$ cat config.mk
export PLATFORM = sky130hd
export DESIGN_NAME = servo_pwm_decoder_flat
export DESIGN_NICKNAME = d
export VERILOG_FILES = /design/src/rtl/servo_pkg.sv /design/src/rtl/servo_pwm_decoder_if.sv /design/src/rtl/pwm_in_filter.sv /design/src/rtl/servo_pwm_decoder.sv /design/src/flat_wrapper.sv
export SDC_FILE = /design/constraint.sdc
export NUM_CORES = 1
export LEC_CHECK = 0
export ABC_AREA = 1
export ABC_CLOCK_PERIOD_IN_PS = 2800
export CAP_MARGIN = 10
export CORE_MARGIN = 1
export CORE_UTILIZATION = 51
export DETAILED_ROUTE_END_ITERATION = 6
export GPL_TIMING_DRIVEN = 0
export PLACE_DENSITY = 0.79
export SLEW_MARGIN = 0
export SYNTH_ARGS = -nofsm -noshare
export SYNTH_HDL_FRONTEND = slang
export SYNTH_SLANG_ARGS = --single-unit
export TNS_END_PERCENT = 20
$ cat constraint.sdc
create_clock -name clk -period 2.8 [get_ports clk]
set_clock_uncertainty 0.2 [all_clocks]
set_input_delay 0.42 -clock clk [delete_from_list [all_inputs] [get_ports clk]]
set_output_delay 0.42 -clock clk [all_outputs]
set_load 0.01 [all_outputs]
$ cat src/rtl/servo_pkg.sv
// Constants and FSM state type shared by the servo PWM generator and decoder.
package servo_pkg;

    localparam int unsigned CLK_HZ      = 27_000_000;
    localparam int unsigned PWM_PERIOD  = 500_001;
    localparam int unsigned MIN_W       = 16_000;
    localparam int unsigned MAX_W       = 66_000;
    localparam int unsigned MID_W       = 38_000;
    localparam int unsigned DEF_TIMEOUT = 1_000_000;
    localparam int unsigned DEF_FILT    = 4;

    localparam int unsigned W_BITS = 20;
    localparam int unsigned P_BITS = 21;

    typedef enum logic [1:0] {
        SYNC,
        WAIT_RISE,
        HIGH,
        LOW
    } servo_state_e;

endpackage

$ cat src/rtl/servo_pwm_decoder_if.sv
// Measurement result bundle from the PWM decoder to its consumer.
interface servo_pwm_decoder_if;
    import servo_pkg::*;

    logic [W_BITS-1:0] width;
    logic [P_BITS-1:0] period;
    logic              valid;
    logic              in_range;
    logic              timeout;
    logic              active;

    modport master (
        output width, period, valid, in_range, timeout, active
    );

    modport slave (
        input width, period, valid, in_range, timeout, active
    );

endinterface

$ cat src/rtl/pwm_in_filter.sv
// Two-flop synchronizer plus glitch filter; a level change is accepted only after
// FILT consecutive synchronized samples at the new level.
module pwm_in_filter #(
    parameter int unsigned FILT = 4
) (
    input  logic clk,
    input  logic rst_n,
    input  logic pwm_in,
    output logic pf,
    output logic rise,
    output logic fall
);

    localparam int unsigned CW = $clog2(FILT + 1);

    logic          s1_q, s2_q;
    logic          pf_q, pf_prev_q;
    logic [CW-1:0] cnt_q;

    always_ff @(posedge clk or negedge rst_n) begin
        if (!rst_n) begin
            s1_q      <= 1'b0;
            s2_q      <= 1'b0;
            pf_q      <= 1'b0;
            pf_prev_q <= 1'b0;
            cnt_q     <= '0;
        end else begin
            s1_q      <= pwm_in;
            s2_q      <= s1_q;
            pf_prev_q <= pf_q;
            if (s2_q == pf_q) begin
                cnt_q <= '0;
            end else if (cnt_q == CW'(FILT - 1)) begin
                // FILT-th consecutive differing sample: accept the new level
                pf_q  <= s2_q;
                cnt_q <= '0;
            end else begin
                cnt_q <= cnt_q + CW'(1);
            end
        end
    end

    assign pf   = pf_q;
    assign rise = pf_q & ~pf_prev_q;
    assign fall = ~pf_q & pf_prev_q;

endmodule

$ cat src/rtl/servo_pwm_decoder.sv
// Measures high time and rising-to-rising period of a servo PWM input in clock cycles,
// with range check and loss-of-signal detection.
module servo_pwm_decoder
    import servo_pkg::*;
#(
    parameter int unsigned MIN_W   = servo_pkg::MIN_W,
    parameter int unsigned MAX_W   = servo_pkg::MAX_W,
    parameter int unsigned TIMEOUT = servo_pkg::DEF_TIMEOUT,
    parameter int unsigned FILT    = servo_pkg::DEF_FILT
) (
    input  logic                       clk,
    input  logic                       rst_n,
    input  logic                       pwm_in,
    servo_pwm_decoder_if.master        meas
);

    localparam logic [W_BITS-1:0] MIN_L      = W_BITS'(MIN_W);
    localparam logic [W_BITS-1:0] MAX_L      = W_BITS'(MAX_W);
    localparam logic [P_BITS-1:0] TO_LIM     = P_BITS'(TIMEOUT);
    // Low time required in SYNC; longer than the filter latency so a line that is
    // already high at reset release is seen as high before we arm.
    localparam logic [P_BITS-1:0] SETTLE_LIM = P_BITS'(FILT + 3);

    logic pf, rise, fall;

    pwm_in_filter #(
        .FILT (FILT)
    ) u_filter (
        .clk    (clk),
        .rst_n  (rst_n),
        .pwm_in (pwm_in),
        .pf     (pf),
        .rise   (rise),
        .fall   (fall)
    );

    servo_state_e      state_q, state_d;
    logic [W_BITS-1:0] hi_cnt_q, hi_cnt_d, hi_lat_q, hi_lat_d;
    logic [P_BITS-1:0] per_cnt_q, per_cnt_d, idle_q, idle_d;
    logic [W_BITS-1:0] width_q, width_d;
    logic [P_BITS-1:0] period_q, period_d;
    logic              valid_q, valid_d;
    logic              in_range_q, in_range_d;
    logic              timeout_q, timeout_d;
    logic              active_q, active_d;

    logic [W_BITS-1:0] hi_inc;
    logic [P_BITS-1:0] per_inc, idle_inc;

    // Saturating increments
    assign hi_inc   = (&hi_cnt_q)  ? hi_cnt_q  : hi_cnt_q  + W_BITS'(1);
    assign per_inc  = (&per_cnt_q) ? per_cnt_q : per_cnt_q + P_BITS'(1);
    assign idle_inc = (&idle_q)    ? idle_q    : idle_q    + P_BITS'(1);

    always_comb begin
        state_d    = state_q;
        hi_cnt_d   = hi_cnt_q;
        hi_lat_d   = hi_lat_q;
        per_cnt_d  = per_cnt_q;
        idle_d     = idle_q;
        width_d    = width_q;
        period_d   = period_q;
        valid_d    = 1'b0;
        in_range_d = in_range_q;
        timeout_d  = timeout_q;
        active_d   = active_q;

        case (state_q)
            SYNC: begin
                if (pf) begin
                    idle_d = '0;
                end else if (idle_q >= SETTLE_LIM) begin
                    idle_d  = '0;
                    state_d = WAIT_RISE;
                end else begin
                    idle_d = idle_inc;
                end
            end
            WAIT_RISE: begin
                if (rise) begin
                    hi_cnt_d  = W_BITS'(1);
                    per_cnt_d = P_BITS'(1);
                    idle_d    = '0;
                    state_d   = HIGH;
                end else begin
                    idle_d = idle_inc;
                    if (idle_q >= TO_LIM) begin
                        timeout_d = 1'b1;
                        active_d  = 1'b0;
                    end
                end
            end
            HIGH: begin
                if (fall) begin
                    hi_lat_d  = hi_cnt_q;
                    per_cnt_d = per_inc;
                    state_d   = LOW;
                end else if (per_cnt_q >= TO_LIM) begin
                    // Stuck high: resynchronise on the next low level
                    timeout_d = 1'b1;
                    active_d  = 1'b0;
                    idle_d    = '0;
                    state_d   = SYNC;
                end else begin
                    hi_cnt_d  = hi_inc;
                    per_cnt_d = per_inc;
                end
            end
            LOW: begin
                if (rise) begin
                    width_d    = hi_lat_q;
                    period_d   = per_cnt_q;
                    in_range_d = (hi_lat_q >= MIN_L) && (hi_lat_q <= MAX_L);
                    valid_d    = 1'b1;
                    timeout_d  = 1'b0;
                    active_d   = 1'b1;
                    hi_cnt_d   = W_BITS'(1);
                    per_cnt_d  = P_BITS'(1);
                    state_d    = HIGH;
                end else if (per_cnt_q >= TO_LIM) begin
                    timeout_d = 1'b1;
                    active_d  = 1'b0;
                    idle_d    = '0;
                    state_d   = WAIT_RISE;
                end else begin
                    per_cnt_d = per_inc;
                end
            end
            default: state_d = SYNC;
        endcase
    end

    always_ff @(posedge clk or negedge rst_n) begin
        if (!rst_n) begin
            state_q    <= SYNC;
            hi_cnt_q   <= '0;
            hi_lat_q   <= '0;
            per_cnt_q  <= '0;
            idle_q     <= '0;
            width_q    <= '0;
            period_q   <= '0;
            valid_q    <= 1'b0;
            in_range_q <= 1'b0;
            timeout_q  <= 1'b0;
            active_q   <= 1'b0;
        end else begin
            state_q    <= state_d;
            hi_cnt_q   <= hi_cnt_d;
            hi_lat_q   <= hi_lat_d;
            per_cnt_q  <= per_cnt_d;
            idle_q     <= idle_d;
            width_q    <= width_d;
            period_q   <= period_d;
            valid_q    <= valid_d;
            in_range_q <= in_range_d;
            timeout_q  <= timeout_d;
            active_q   <= active_d;
        end
    end

    assign meas.width    = width_q;
    assign meas.period   = period_q;
    assign meas.valid    = valid_q;
    assign meas.in_range = in_range_q;
    assign meas.timeout  = timeout_q;
    assign meas.active   = active_q;

endmodule

$ cat src/flat_wrapper.sv
// flat-port wrapper written by rule: the top's interface ports become plain ports
module servo_pwm_decoder_flat import servo_pkg::*;
#(
    parameter int unsigned MIN_W   = servo_pkg::MIN_W,
    parameter int unsigned MAX_W   = servo_pkg::MAX_W,
    parameter int unsigned TIMEOUT = servo_pkg::DEF_TIMEOUT,
    parameter int unsigned FILT    = servo_pkg::DEF_FILT
)
  (clk, rst_n, pwm_in, meas_width, meas_period, meas_valid, meas_in_range, meas_timeout, meas_active);
  servo_pwm_decoder_if meas_i ();
  input  logic clk;
  input  logic rst_n;
  input  logic pwm_in;
  output wire logic [$bits(meas_i.width)-1:0] meas_width;
  output wire logic [$bits(meas_i.period)-1:0] meas_period;
  output wire logic [$bits(meas_i.valid)-1:0] meas_valid;
  output wire logic [$bits(meas_i.in_range)-1:0] meas_in_range;
  output wire logic [$bits(meas_i.timeout)-1:0] meas_timeout;
  output wire logic [$bits(meas_i.active)-1:0] meas_active;
  assign meas_width = meas_i.width;
  assign meas_period = meas_i.period;
  assign meas_valid = meas_i.valid;
  assign meas_in_range = meas_i.in_range;
  assign meas_timeout = meas_i.timeout;
  assign meas_active = meas_i.active;
  servo_pwm_decoder #(.MIN_W(MIN_W), .MAX_W(MAX_W), .TIMEOUT(TIMEOUT), .FILT(FILT)) u_core (.clk(clk), .rst_n(rst_n), .pwm_in(pwm_in), .meas(meas_i));
endmodule
==> flow_metrics.tcl <==
set metrics [dict create \
    status "complete, but fails checks" \
    violations "DRC" \
    crit_required_ps 2950 \
    rows 44 \
    leakage_nw 4.162 \
    cts_tree "done" \
    slowest_delay_ps 500 \
    hpwl_mm 15.21 \
    wl_per_cell_um 16.24 \
    grt_setup_unrepaired "false" \
    initial_core_util_pct 52.95 \
    synthFlopType "dfrtp_1" \
    dr.pass1.iters 7 \
    die_w_um 125.5 \
    seqCellArea_mm2 0.003403 \
    startpoint_type "flip-flop" \
    io_buffers 47 \
    die-area_mm2 0.01576 \
    cts_buffers 17 \
    hold_violations 0 \
    gp_congestion 1.047 \
    endpoint_kind "flip-flop" \
    crit_arrival_ps 2600 \
    worstPathBufferInverterCount 0 \
    dpl.cell_count 1261 \
    maxCapViolCount 0 \
    h-tree-depth 4 \
    r2r-end "u_core.per_cnt_q[4]" \
    synthToLayoutAreaGrowth_pct 16.62 \
    criticalPathCategory "flip-flop to flip-flop" \
    clk_latency_ps 420 \
    worst_pin_slew_ps 608.3 \
    grt_pass1_vias 7005 \
    cts.sinks 136 \
    endpoint "u_core.per_cnt_q[4]" \
    fillers 1307 \
    rrSetupSlack_ps 340 \
    pin_count 48 \
    slew_headroom_pct 59.13 \
    power_density_mw_per_mm2 779.0 \
    ir_worst_vdd_mv 0.6116 \
    cp_top_family "simple AND/OR/NAND/NOR gates" \
    fin_tns_setup_ps 0 \
    multi_input_area_mm2 0.003771 \
    r2r-start "u_core.per_cnt_q[0]" \
    routed_wl_mm 21.02 \
    ant_nets 0 \
    post_cts_resize_count 0 \
    drt_first_iter_violations 682 \
    fin_crit_ps 2457 \
    route.detailed.drc 3 \
    grt_max_degree 90 \
    vias_per_cell 5.675 \
    setup_viol 0 \
    slowest_stage "dfrtp_1" \
    cts_setup_buffers 0 \
    nNetsFinal 1106 \
    path_cells "ha_1 > nand2_1 > nor2_1 > nand3_1 > nor2_2 > nand2_2 > o21ai_2 > nand2_2 > nand2_1 > nand3_1 > o21ai_1" \
    startpoint "u_core.per_cnt_q[0]" \
    core_mm2 0.01470 \
    drv_slew 0 \
    clock_path_buffers 2 \
    synth_seq_cells 136 \
    grt_antenna_before_repair 0 \
    rr_worst_depth 11 \
    grt_use_total_pct 28.25 \
    ys_warn_count 0 \
    yosysSeqAreaShare_pct 43.72 \
    cp_num_cells 11 \
    async_reset_ff_share_pct 100.0 \
    post-route-period-util_pct 87.76 \
    synth_edf_count 0 \
    synth_nets 1038 \
    synth_cells 1029 \
    cp_max_fo 8 \
    hp-class "flip-flop to flip-flop" \
    synth_area_mm2 0.007784 \
    diodes 0 \
    grt_pass1_wl_mm 35.20 \
    drive_gt1_share_pct 9.820 \
    synth.distinct_cells 44 \
    grt_overflow_total 0 \
    clk_pin_slew_ps 70 \
    max_clock_freq_mhz 407.0 \
    root_buffer "clkbuf_16" \
    via_count 7344 \
    avgSynthCellArea_um2 7.564 \
    stdcell_count 1294 \
    die_height_um 125.5 \
]
[report_power, final]
part | total (mW) | switching [mW] | internal [mW]
Combinational | 2.40 | 1.59 | 0.814
Clock | 2.11 | 0.935 | 1.17
Sequential | 2.56 | 0.287 | 2.27
Total | 7.07 | 2.81 | 4.26
[stage by stage]
step | power, mW | utilization, % | hold WS, ps | setup slack, ps | area [µm²]
5_1_grt | 7.477 | 61.76 | 154.2 | 187.8 | 9077
3_5_place_dp | 4.950 | 57.92 | 138.1 | 430.8 | 8513
2_1_floorplan | 4.109 | - | -75.59 | 808.7 | 7784
3_3_place_gp | 4.887 | 57.72 | 138.0 | -4284 | 8484
6_report | 7.071 | 61.76 | 151.2 | 342.7 | 9077
4_1_cts | 7.068 | 61.76 | 153.1 | 420.2 | 9077
[flip-flops by register name, indices dropped and copies added, names as in the netlist]
| register | flops |
|---|---|
| u_core.per_cnt_q | 21 |
| u_core.u_filter.cnt_q | 3 |
| u_core.hi_lat_q | 20 |
| u_core.u_filter.s2_q | 1 |
| u_core.meas.period | 21 |
| u_core.u_filter.pf_prev_q | 1 |
| u_core.idle_q | 21 |
| u_core.meas.active | 1 |
| u_core.state_q | 2 |
| u_core.hi_cnt_q | 20 |
| u_core.meas.valid | 1 |
| u_core.u_filter.s1_q | 1 |
| u_core.u_filter.pf | 1 |
| u_core.meas.width | 20 |
| u_core.meas.timeout | 1 |
| u_core.meas.in_range | 1 |
[timing repair]
action                                 CTS  global route
hold buffers                             1             0
setup endpoints to repair                0             0
endpoints found under the hold margin   47             0
[synth_stat cells, types with 2 or more instances]
master | n | area [µm²]
nor2_1 | 82 | 307.8
nand2_1 | 279 | 1047
o21ai_2 | 13 | 113.9
nor3_1 | 33 | 165.2
nor4_1 | 10 | 62.56
nand2_2 | 10 | 62.56
nor3b_1 | 2 | 15.01
o21ai_0 | 71 | 355.3
nand3b_1 | 4 | 30.03
nand4_1 | 30 | 187.7
clkbuf_1 | 15 | 56.30
buf_1 | 3 | 11.26
inv_1 | 94 | 352.8
dfrtp_1 | 136 | 3403
a31oi_1 | 2 | 12.51
o21ai_1 | 36 | 180.2
buf_4 | 4 | 30.03
a21oi_1 | 13 | 65.06
buf_6 | 4 | 45.04
nor2_8 | 3 | 60.06
nor2_2 | 5 | 31.28
buf_2 | 9 | 45.04
nor2_4 | 3 | 33.78
inv_2 | 11 | 41.29
nand3_1 | 93 | 465.5
inv_4 | 3 | 18.77
nand3_2 | 2 | 20.02
o211ai_1 | 3 | 22.52
ha_1 | 6 | 75.07
xor2_1 | 36 | 315.3
[layout make-up]
| cell class | count | share of cell area, % |
|---|---|---|
| Inverter | 109 | 4.590 |
| Tap cell | 184 | 2.536 |
| Sequential cell | 136 | 37.49 |
| Multi-Input combinational cell | 748 | 41.54 |
| Clock buffer | 18 | 4.838 |
| Clock inverter | 14 | 1.268 |
| Buffer | 36 | 2.123 |
| Timing Repair Buffer | 49 | 5.610 |
[worst reg2reg max path, delay by kind of cell, from the launching register on]
kind | cells | cell delay, ps
AO/OA/AOI/OAI | 2 | 290
adder cells (fa/ha/maj) | 1 | 240
flip-flops | 1 | 500
AND/OR/NAND/NOR | 8 | 1150
[how the worst min path moves through the flow]
stage / to / depth (start not counted) / startpoint
2_1_floorplan: u_core.hi_cnt_q[0] / 0 / rst_n
3_3_place_gp: u_core.u_filter.s2_q / 0 / u_core.u_filter.s1_q
3_5_place_dp: u_core.u_filter.s2_q / 0 / u_core.u_filter.s1_q
4_1_cts: u_core.u_filter.s2_q / 0 / u_core.u_filter.s1_q
5_1_grt: u_core.u_filter.s2_q / 0 / u_core.u_filter.s1_q
6_report: u_core.u_filter.s2_q / 0 / u_core.u_filter.s1_q
[cell usage in the layout (no fill, tap or decap), types with 6 or more instances in the layout]
cell,n
ha_1,6
nor3_1,33
clkbuf_1,15
nand3_1,93
clkbuf_16,17
o21ai_0,71
nand4_1,30
nor4_1,10
dfrtp_1,136
nor2_1,82
o21ai_2,13
inv_1,94
clkdlybuf4s50_1,46
o21ai_1,36
nand2_2,10
a21oi_1,13
xor2_1,36
buf_2,9
inv_2,11
nand2_1,279
[kinds of logic after synthesis]
group	after synthesis	synth area share [%]
compound gates	144	10.51
simple gates	561	32.81
buf+inv	145	7.828
xor+xnor	37	4.163
fa+ha+maj	6	0.9644
flops	136	43.72
[layer usage]
metal  share of wire [%]  wire (µm)  track usage (%)  vias to the layer above
met2                  48      10150            46.21                      279
met4                 2.2        459            8.824                        0
met1                  44       9148            37.96                     3509
met3                 6.0       1254            5.349                       39
met5                   0          0                0                        -
li1                    -          -                -                     3517
Power figures use the tool's default switching activity.
